$ cat config.mk
export PLATFORM = sky130hd
export DESIGN_NAME = fpnew_req_arbiter
export DESIGN_NICKNAME = d
export VERILOG_FILES = /design/src/rtl/fpnew_pkg.sv /design/src/rtl/fpnew_rr_lock_arbiter.sv /design/src/rtl/fpnew_req_arbiter.sv
export SDC_FILE = /design/constraint.sdc
export NUM_CORES = 1
export LEC_CHECK = 0
export BUFFER_PORTS_ARGS = -buffer_cell sky130_fd_sc_hd__buf_4
export CAP_MARGIN = 20
export CELL_PAD_IN_SITES_DETAIL_PLACEMENT = 1
export CELL_PAD_IN_SITES_GLOBAL_PLACEMENT = 2
export CORE_AREA = 4 4 266 268
export CTS_BUF_LIST = sky130_fd_sc_hd__clkbuf_16
export CTS_CLUSTER_SIZE = 40
export DETAILED_ROUTE_END_ITERATION = 8
export DIE_AREA = 0 0 270 272
export PLACE_DENSITY = 0.43
export SYNTH_ARGS = -nofsm -noshare
export SYNTH_HDL_FRONTEND = slang
export SYNTH_HIERARCHICAL = 1
export SYNTH_SLANG_ARGS = --single-unit
$ cat constraint.sdc
create_clock -name clk_i -period 5.3 [get_ports clk_i]
set_clock_uncertainty 0.05 [all_clocks]
set_input_delay 1.06 -clock clk_i [delete_from_list [all_inputs] [get_ports clk_i]]
set_output_delay 1.06 -clock clk_i [all_outputs]
set_load 0.005 [all_outputs]
$ cat src/rtl/fpnew_pkg.sv
// Shared FPU types plus the request bundle and tag packing used
// when several requesters share one FPU instance.
package fpnew_pkg;

  typedef enum logic [3:0] {
    FMADD, FNMSUB, ADD, MUL, DIV, SQRT, SGNJ, MINMAX,
    CMP, CLASSIFY, F2F, F2I, I2F, CPKAB, CPKCD
  } operation_e;

  typedef enum logic [2:0] {
    RNE = 3'b000, RTZ = 3'b001, RDN = 3'b010,
    RUP = 3'b011, RMM = 3'b100, DYN = 3'b111
  } roundmode_e;

  typedef enum logic [2:0] {
    FP32, FP64, FP16, FP8, FP16ALT
  } fp_format_e;

  typedef enum logic [1:0] {
    INT8, INT16, INT32, INT64
  } int_format_e;

  typedef struct packed {
    logic nv;
    logic dz;
    logic of;
    logic uf;
    logic nx;
  } status_t;

  typedef struct packed {
    operation_e  op;
    logic        op_mod;
    roundmode_e  rnd_mode;
    fp_format_e  src_fmt;
    fp_format_e  dst_fmt;
    int_format_e int_fmt;
    logic        vectorial_op;
  } req_ctrl_t;

  localparam int unsigned ReqArbTagMaxW = 32;

  typedef logic [ReqArbTagMaxW-1:0] req_arb_tag_t;

  // {requester index, user tag}, truncated by the caller to IdxW+UserTagWidth
  function automatic req_arb_tag_t req_arb_tag(
    input int unsigned  num_req,
    input int unsigned  user_w,
    input int unsigned  idx,
    input req_arb_tag_t user
  );
    req_arb_tag_t idx_mask;
    req_arb_tag_t user_mask;
    idx_mask  = (req_arb_tag_t'(1) << $clog2(num_req)) - req_arb_tag_t'(1);
    user_mask = (req_arb_tag_t'(1) << user_w) - req_arb_tag_t'(1);
    return ((req_arb_tag_t'(idx) & idx_mask) << user_w) | (user & user_mask);
  endfunction

endpackage

$ cat src/rtl/fpnew_rr_lock_arbiter.sv
// Round-robin arbiter that holds its grant while the sink stalls,
// keeping valid/data stable across back-pressure.
module fpnew_rr_lock_arbiter #(
  parameter int unsigned N = 4
) (
  input  logic                 clk,
  input  logic                 rst_n,
  input  logic                 flush,
  input  logic [N-1:0]         elig,
  input  logic                 ready,
  output logic                 valid,
  output logic [$clog2(N)-1:0] idx,
  output logic [N-1:0]         gnt
);

  localparam int unsigned IdxW = $clog2(N);

  logic [IdxW-1:0] ptr_q;
  logic [IdxW-1:0] lock_idx_q;
  logic            lock_q;

  always_comb begin
    int unsigned jj;
    logic        found;
    jj    = 0;
    found = 1'b0;
    valid = |elig;
    idx   = '0;
    if (lock_q && elig[lock_idx_q]) begin
      idx = lock_idx_q;
    end else begin
      for (int k = 0; k < N; k++) begin
        jj = (32'(ptr_q) + 32'(k)) % N;
        if (!found && elig[jj[IdxW-1:0]]) begin
          found = 1'b1;
          idx   = jj[IdxW-1:0];
        end
      end
    end
    gnt = {N{valid}} & (N'(1) << idx);
  end

  always_ff @(posedge clk or negedge rst_n) begin
    if (!rst_n) begin
      ptr_q      <= '0;
      lock_q     <= 1'b0;
      lock_idx_q <= '0;
    end else if (flush) begin
      lock_q <= 1'b0;
    end else begin
      lock_q <= valid & ~ready;
      if (valid && !ready) begin
        lock_idx_q <= idx;
      end
      if (valid && ready) begin
        ptr_q <= (32'(idx) == N - 1) ? '0 : idx + 1'b1;
      end
    end
  end

endmodule

$ cat src/rtl/fpnew_req_arbiter.sv
// Shares one FPU among NumReq requesters: round-robin issue with stall
// lock, per-requester credits, and result routing via the FPU tag.
module fpnew_req_arbiter
  import fpnew_pkg::*;
#(
  parameter int unsigned NumReq         = 4,
  parameter int unsigned Width          = 32,
  parameter int unsigned NumOperands    = 3,
  parameter int unsigned UserTagWidth   = 4,
  parameter int unsigned MaxOutstanding = 4,
  localparam int unsigned IdxW = $clog2(NumReq),
  localparam int unsigned TagW = IdxW + UserTagWidth
) (
  input  logic                                          clk_i,
  input  logic                                          rst_ni,
  input  logic                                          flush_i,
  input  logic        [NumReq-1:0]                      req_valid_i,
  output logic        [NumReq-1:0]                      req_ready_o,
  input  logic        [NumReq-1:0][NumOperands-1:0][Width-1:0] req_operands_i,
  input  operation_e  [NumReq-1:0]                      req_op_i,
  input  logic        [NumReq-1:0]                      req_op_mod_i,
  input  roundmode_e  [NumReq-1:0]                      req_rnd_mode_i,
  input  fp_format_e  [NumReq-1:0]                      req_src_fmt_i,
  input  fp_format_e  [NumReq-1:0]                      req_dst_fmt_i,
  input  int_format_e [NumReq-1:0]                      req_int_fmt_i,
  input  logic        [NumReq-1:0]                      req_vectorial_op_i,
  input  logic        [NumReq-1:0][UserTagWidth-1:0]    req_tag_i,
  output logic                                          fpu_in_valid_o,
  input  logic                                          fpu_in_ready_i,
  output logic        [NumOperands-1:0][Width-1:0]      fpu_operands_o,
  output operation_e                                    fpu_op_o,
  output logic                                          fpu_op_mod_o,
  output roundmode_e                                    fpu_rnd_mode_o,
  output fp_format_e                                    fpu_src_fmt_o,
  output fp_format_e                                    fpu_dst_fmt_o,
  output int_format_e                                   fpu_int_fmt_o,
  output logic                                          fpu_vectorial_op_o,
  output logic        [TagW-1:0]                        fpu_tag_o,
  input  logic                                          fpu_out_valid_i,
  output logic                                          fpu_out_ready_o,
  input  logic        [Width-1:0]                       fpu_result_i,
  input  status_t                                       fpu_status_i,
  input  logic        [TagW-1:0]                        fpu_tag_i,
  output logic        [NumReq-1:0]                      rsp_valid_o,
  input  logic        [NumReq-1:0]                      rsp_ready_i,
  output logic        [Width-1:0]                       rsp_result_o,
  output status_t                                       rsp_status_o,
  output logic        [UserTagWidth-1:0]                rsp_tag_o,
  output logic                                          busy_o
);

  localparam int unsigned CntW = $clog2(MaxOutstanding + 1);

  typedef struct packed {
    logic [NumOperands-1:0][Width-1:0] operands;
    req_ctrl_t                         ctrl;
    logic [UserTagWidth-1:0]           tag;
  } req_t;

  req_t [NumReq-1:0]             lane;
  req_t                          sel;
  logic [NumReq-1:0]             elig;
  logic [NumReq-1:0]             gnt;
  logic [NumReq-1:0]             rsp_hs;
  logic [IdxW-1:0]               gnt_idx;
  logic [IdxW-1:0]               rsp_idx;
  logic                          arb_valid;
  logic                          idx_ok;
  logic [NumReq-1:0][CntW-1:0]   cnt_q;

  // Gating eligibility with rst_ni keeps every output at its reset
  // value for the whole reset window, not just after the next edge.
  always_comb begin
    for (int i = 0; i < NumReq; i++) begin
      lane[i].operands          = req_operands_i[i];
      lane[i].ctrl.op           = req_op_i[i];
      lane[i].ctrl.op_mod       = req_op_mod_i[i];
      lane[i].ctrl.rnd_mode     = req_rnd_mode_i[i];
      lane[i].ctrl.src_fmt      = req_src_fmt_i[i];
      lane[i].ctrl.dst_fmt      = req_dst_fmt_i[i];
      lane[i].ctrl.int_fmt      = req_int_fmt_i[i];
      lane[i].ctrl.vectorial_op = req_vectorial_op_i[i];
      lane[i].tag               = req_tag_i[i];
      elig[i] = rst_ni & req_valid_i[i]
              & (cnt_q[i] < CntW'(MaxOutstanding));
    end
  end

  fpnew_rr_lock_arbiter #(
    .N (NumReq)
  ) u_arb (
    .clk   (clk_i),
    .rst_n (rst_ni),
    .flush (flush_i),
    .elig  (elig),
    .ready (fpu_in_ready_i),
    .valid (arb_valid),
    .idx   (gnt_idx),
    .gnt   (gnt)
  );

  assign sel                = lane[gnt_idx];
  assign fpu_in_valid_o     = arb_valid;
  assign req_ready_o        = gnt & {NumReq{fpu_in_ready_i}};
  assign fpu_operands_o     = sel.operands;
  assign fpu_op_o           = sel.ctrl.op;
  assign fpu_op_mod_o       = sel.ctrl.op_mod;
  assign fpu_rnd_mode_o     = sel.ctrl.rnd_mode;
  assign fpu_src_fmt_o      = sel.ctrl.src_fmt;
  assign fpu_dst_fmt_o      = sel.ctrl.dst_fmt;
  assign fpu_int_fmt_o      = sel.ctrl.int_fmt;
  assign fpu_vectorial_op_o = sel.ctrl.vectorial_op;
  assign fpu_tag_o = TagW'(req_arb_tag(NumReq, UserTagWidth,
                                       32'(gnt_idx),
                                       req_arb_tag_t'(sel.tag)));

  // Out-of-range indices are sunk so a bad tag cannot wedge the FPU.
  assign rsp_idx         = fpu_tag_i[TagW-1 -: IdxW];
  assign idx_ok          = 32'(rsp_idx) < NumReq;
  assign rsp_valid_o     = {NumReq{rst_ni & fpu_out_valid_i & idx_ok}}
                         & (NumReq'(1) << rsp_idx);
  assign fpu_out_ready_o = rst_ni & (~idx_ok | rsp_ready_i[rsp_idx]);
  assign rsp_hs          = rsp_valid_o & rsp_ready_i;
  assign rsp_result_o    = fpu_result_i;
  assign rsp_status_o    = fpu_status_i;
  assign rsp_tag_o       = fpu_tag_i[UserTagWidth-1:0];
  assign busy_o          = rst_ni & ((|cnt_q) | arb_valid);

  always_ff @(posedge clk_i or negedge rst_ni) begin
    if (!rst_ni) begin
      cnt_q <= '0;
    end else if (flush_i) begin
      cnt_q <= '0;
    end else begin
      for (int i = 0; i < NumReq; i++) begin
        if (req_ready_o[i] && !rsp_hs[i]
            && cnt_q[i] != CntW'(MaxOutstanding)) begin
          cnt_q[i] <= cnt_q[i] + 1'b1;
        end else if (rsp_hs[i] && !req_ready_o[i]
                     && cnt_q[i] != '0) begin
          cnt_q[i] <= cnt_q[i] - 1'b1;
        end
      end
    end
  end

`ifndef SYNTHESIS
  a_idx_range: assert property (@(posedge clk_i) disable iff (!rst_ni)
    fpu_out_valid_i |-> idx_ok);

  for (genvar i = 0; i < NumReq; i++) begin : g_chk
    a_no_underflow: assert property (
      @(posedge clk_i) disable iff (!rst_ni || flush_i)
      rsp_hs[i] |-> cnt_q[i] != '0);
  end
`endif

endmodule

==> flow_summary.yaml <==
status:
  status: "finished clean"
detailed_routing:
  drc: 0
  via_per_inst: 3.34
  drt_pass1_iterations: 4
  antenna_left: 0
  wl_per_cell_um: 25.5
  drt_iter0_drc: 180
  vias: 6050
  routed_wl_um: 46200
clock_network:
  cts_resized: 0
  clk_latency_ps: 250
  cts_tree: "built"
  cts_buffers: 3
  clockBufferDepth: 2
  clk_pin_slew_ps: 50
  h-tree-depth: 1
  cts_sinks: 17
  postCtsHoldBufs: 0
  cts_root_buf: "clkbuf_16"
  post_cts_buffers: 0
power_and_ir_drop:
  power_uw: 1990
  p_leak_uw: 0.00450
  cellPowerDensity_mw_per_mm2: 193
  max-vdd-ir-drop_mv: 0.0841
synth:
  syn-num-nets: 890
  synthTopCellsByArea: "mux4_2 57%, dfrtp_1 9.1%, buf_4 6.9%"
  ys.flop_type: "dfrtp_1"
  seq_area_frac_synth: 0.0910
  synth_largest_area_cell: "mux4_2"
  yosysMostFrequentCell: "mux4_2"
  synthTopCellsByCount: "118 x mux4_2, 43 x buf_4, 25 x nor2_1, 17 x dfrtp_1"
  ys_seq_elements: 17
  yosysWarningCount: 6
  syn-instance-count: 358
  syn_area_per_cell_um2: 13.1
  syn_area_mm2: 0.00467
  synth_edf_count: 0
  synth-async-reset-ratio: 1.00
  synth_top_area_frac: 0.569
  ys_types: 57
timing:
  drv_slew: 0
  setup-violations-final: 0
  finalHoldViolations: 0
  setup_ws_ps: 598
  period_needed_ps: 4700
  relSlewSlack: 0.621
  rsz0062_at_grt: "false"
  fmax_mhz: 213
  min_period_over_period: 0.887
  worst-slew-pin-transition_ps: 569
  fin_setup_tns_ps: 0
  hold_slack_ps: 494
floorplanning:
  dieArea_mm2: 0.0734
  die_h_um: 272
  start_util: 0.0684
  pin_count: 695
  fp.dieW_um: 270
  core.rowCount: 96
  coreArea_mm2: 0.0683
placed_design:
  port_buffers: 612
  routabilityCongestion: 0.841
  hpwl_um: 42400
  place_inst: 1802
  post-place-ws_ps: 512
setup_path:
  r2r_start: "cnt_q[5]"
  startpoint_type: "input pin"
  reg2reg_to: "cnt_q[5]"
  worstSetupPathType: "input pin to primary output"
  crit_path_end_kind: "primary output"
  worstPathArrival_ps: 3590
  r2r_slack_ps: 1450
  reg2reg_depth: 13
  crit_fanout: 14
  cp.required_ps: 4190
cells_and_area:
  final_cells: 1813
  syn_to_final_growth_pct: 120
  drive_gt1_frac: 0.840
  fin_nets: 1457
hold_path:
  hold_start: "u_arb/lock_idx_q[1]"
  hp-class: "flip-flop to flip-flop"
  holdPathEnd: "u_arb/lock_idx_q[1]"
  holdPathStages: 1
grt:
  grt_max_degree: 74
  grt_usage: 0.117
  grt_remaining_overflow: 0
  grt_pass1_vias: 6827
  antenna_found_initial: 22
  grt_pass1_wl_um: 60200
flow_run:
  cap_viol_max_count: 0
[cell families after synthesis]
kind of cell	count (synthesis)	share of synthesized area
flops	17	0.0910
fa+ha+maj	8	0.0278
mux	133	0.608
compound gates	31	0.0613
simple gates	80	0.0983
buf+inv	87	0.110
xor+xnor	2	0.00375
[critical path, stage by stage]
cell	delay [ps]
buf_4	110
inv_1	60
nor3b_1	210
buf_4	190
nand2_1	50
and3_1	180
a311oi_2	250
mux2_8	390
buf_12	210
buf_12	170
mux4_2	520
buf_4	160
[placed cells by master, fill, tap and decap left out, drive strengths merged, types with 5 or more instances in the layout]
cell type and instances:
a2111o 5, and2 7, buf 634, dfrtp 17, diode 7, inv 16, mux2 10, mux4 119
nand2 10, nand2b 5, nor2 25, or3 7
[worst max-delay path by stage]
stage	startpoint	endpoint	slack [ps]	cells after the start
final	rst_ni	fpu_operands_o[21]	600	12
after global routing	rst_ni	fpu_operands_o[21]	280	12
after CTS	rst_ni	fpu_operands_o[21]	510	12
after detailed placement	rst_ni	fpu_operands_o[21]	510	12
after global placement	rst_ni	fpu_operands_o[64]	520	11
after floorplan	rst_ni	fpu_operands_o[65]	530	10
[sequential cells by signal, indices dropped and copies added (netlist names)]
| register | flops |
|---|---|
| cnt_q | 12 |
| u_arb/lock_idx_q | 2 |
| u_arb/ptr_q | 2 |
| u_arb/lock_q | 1 |
[stage by stage]
step	utilization	cell area (um2)
global route	0.150	10300
CTS	0.150	10300
finish	0.150	10300
detailed placement	0.149	10200
floorplan	-	4670
global placement	0.149	10200
[area by class of cell]
type                            instances  area (um2)
Inverter                               15        56.3
Sequential cell                        17         425
Tap cell                              882        1100
Fill cell                            8013       58100
Antenna cell                            7        17.5
Timing Repair Buffer                  634        4850
Multi-Input combinational cell        254        3750
Clock buffer                            3        75.1
Clock inverter                          1        3.75
[report_power, final]
group / leakage [uW] / internal, uW / switching [uW]
registers: 0.000228 / 148 / 23.2
logic: 0.00423 / 996 / 664
clock network: 0.0000423 / 100 / 55.8
total: 0.00450 / 1240 / 743
[routing by layer]
metal,up-vias,GRT usage,share of wire
li1,2606,-,-
met3,26,0.0648,0.13
met5,-,0.0217,0.0058
met2,428,0.219,0.52
met1,2982,0.118,0.34
met4,8,0.00636,0.0061
Power figures use the tool's default switching activity.
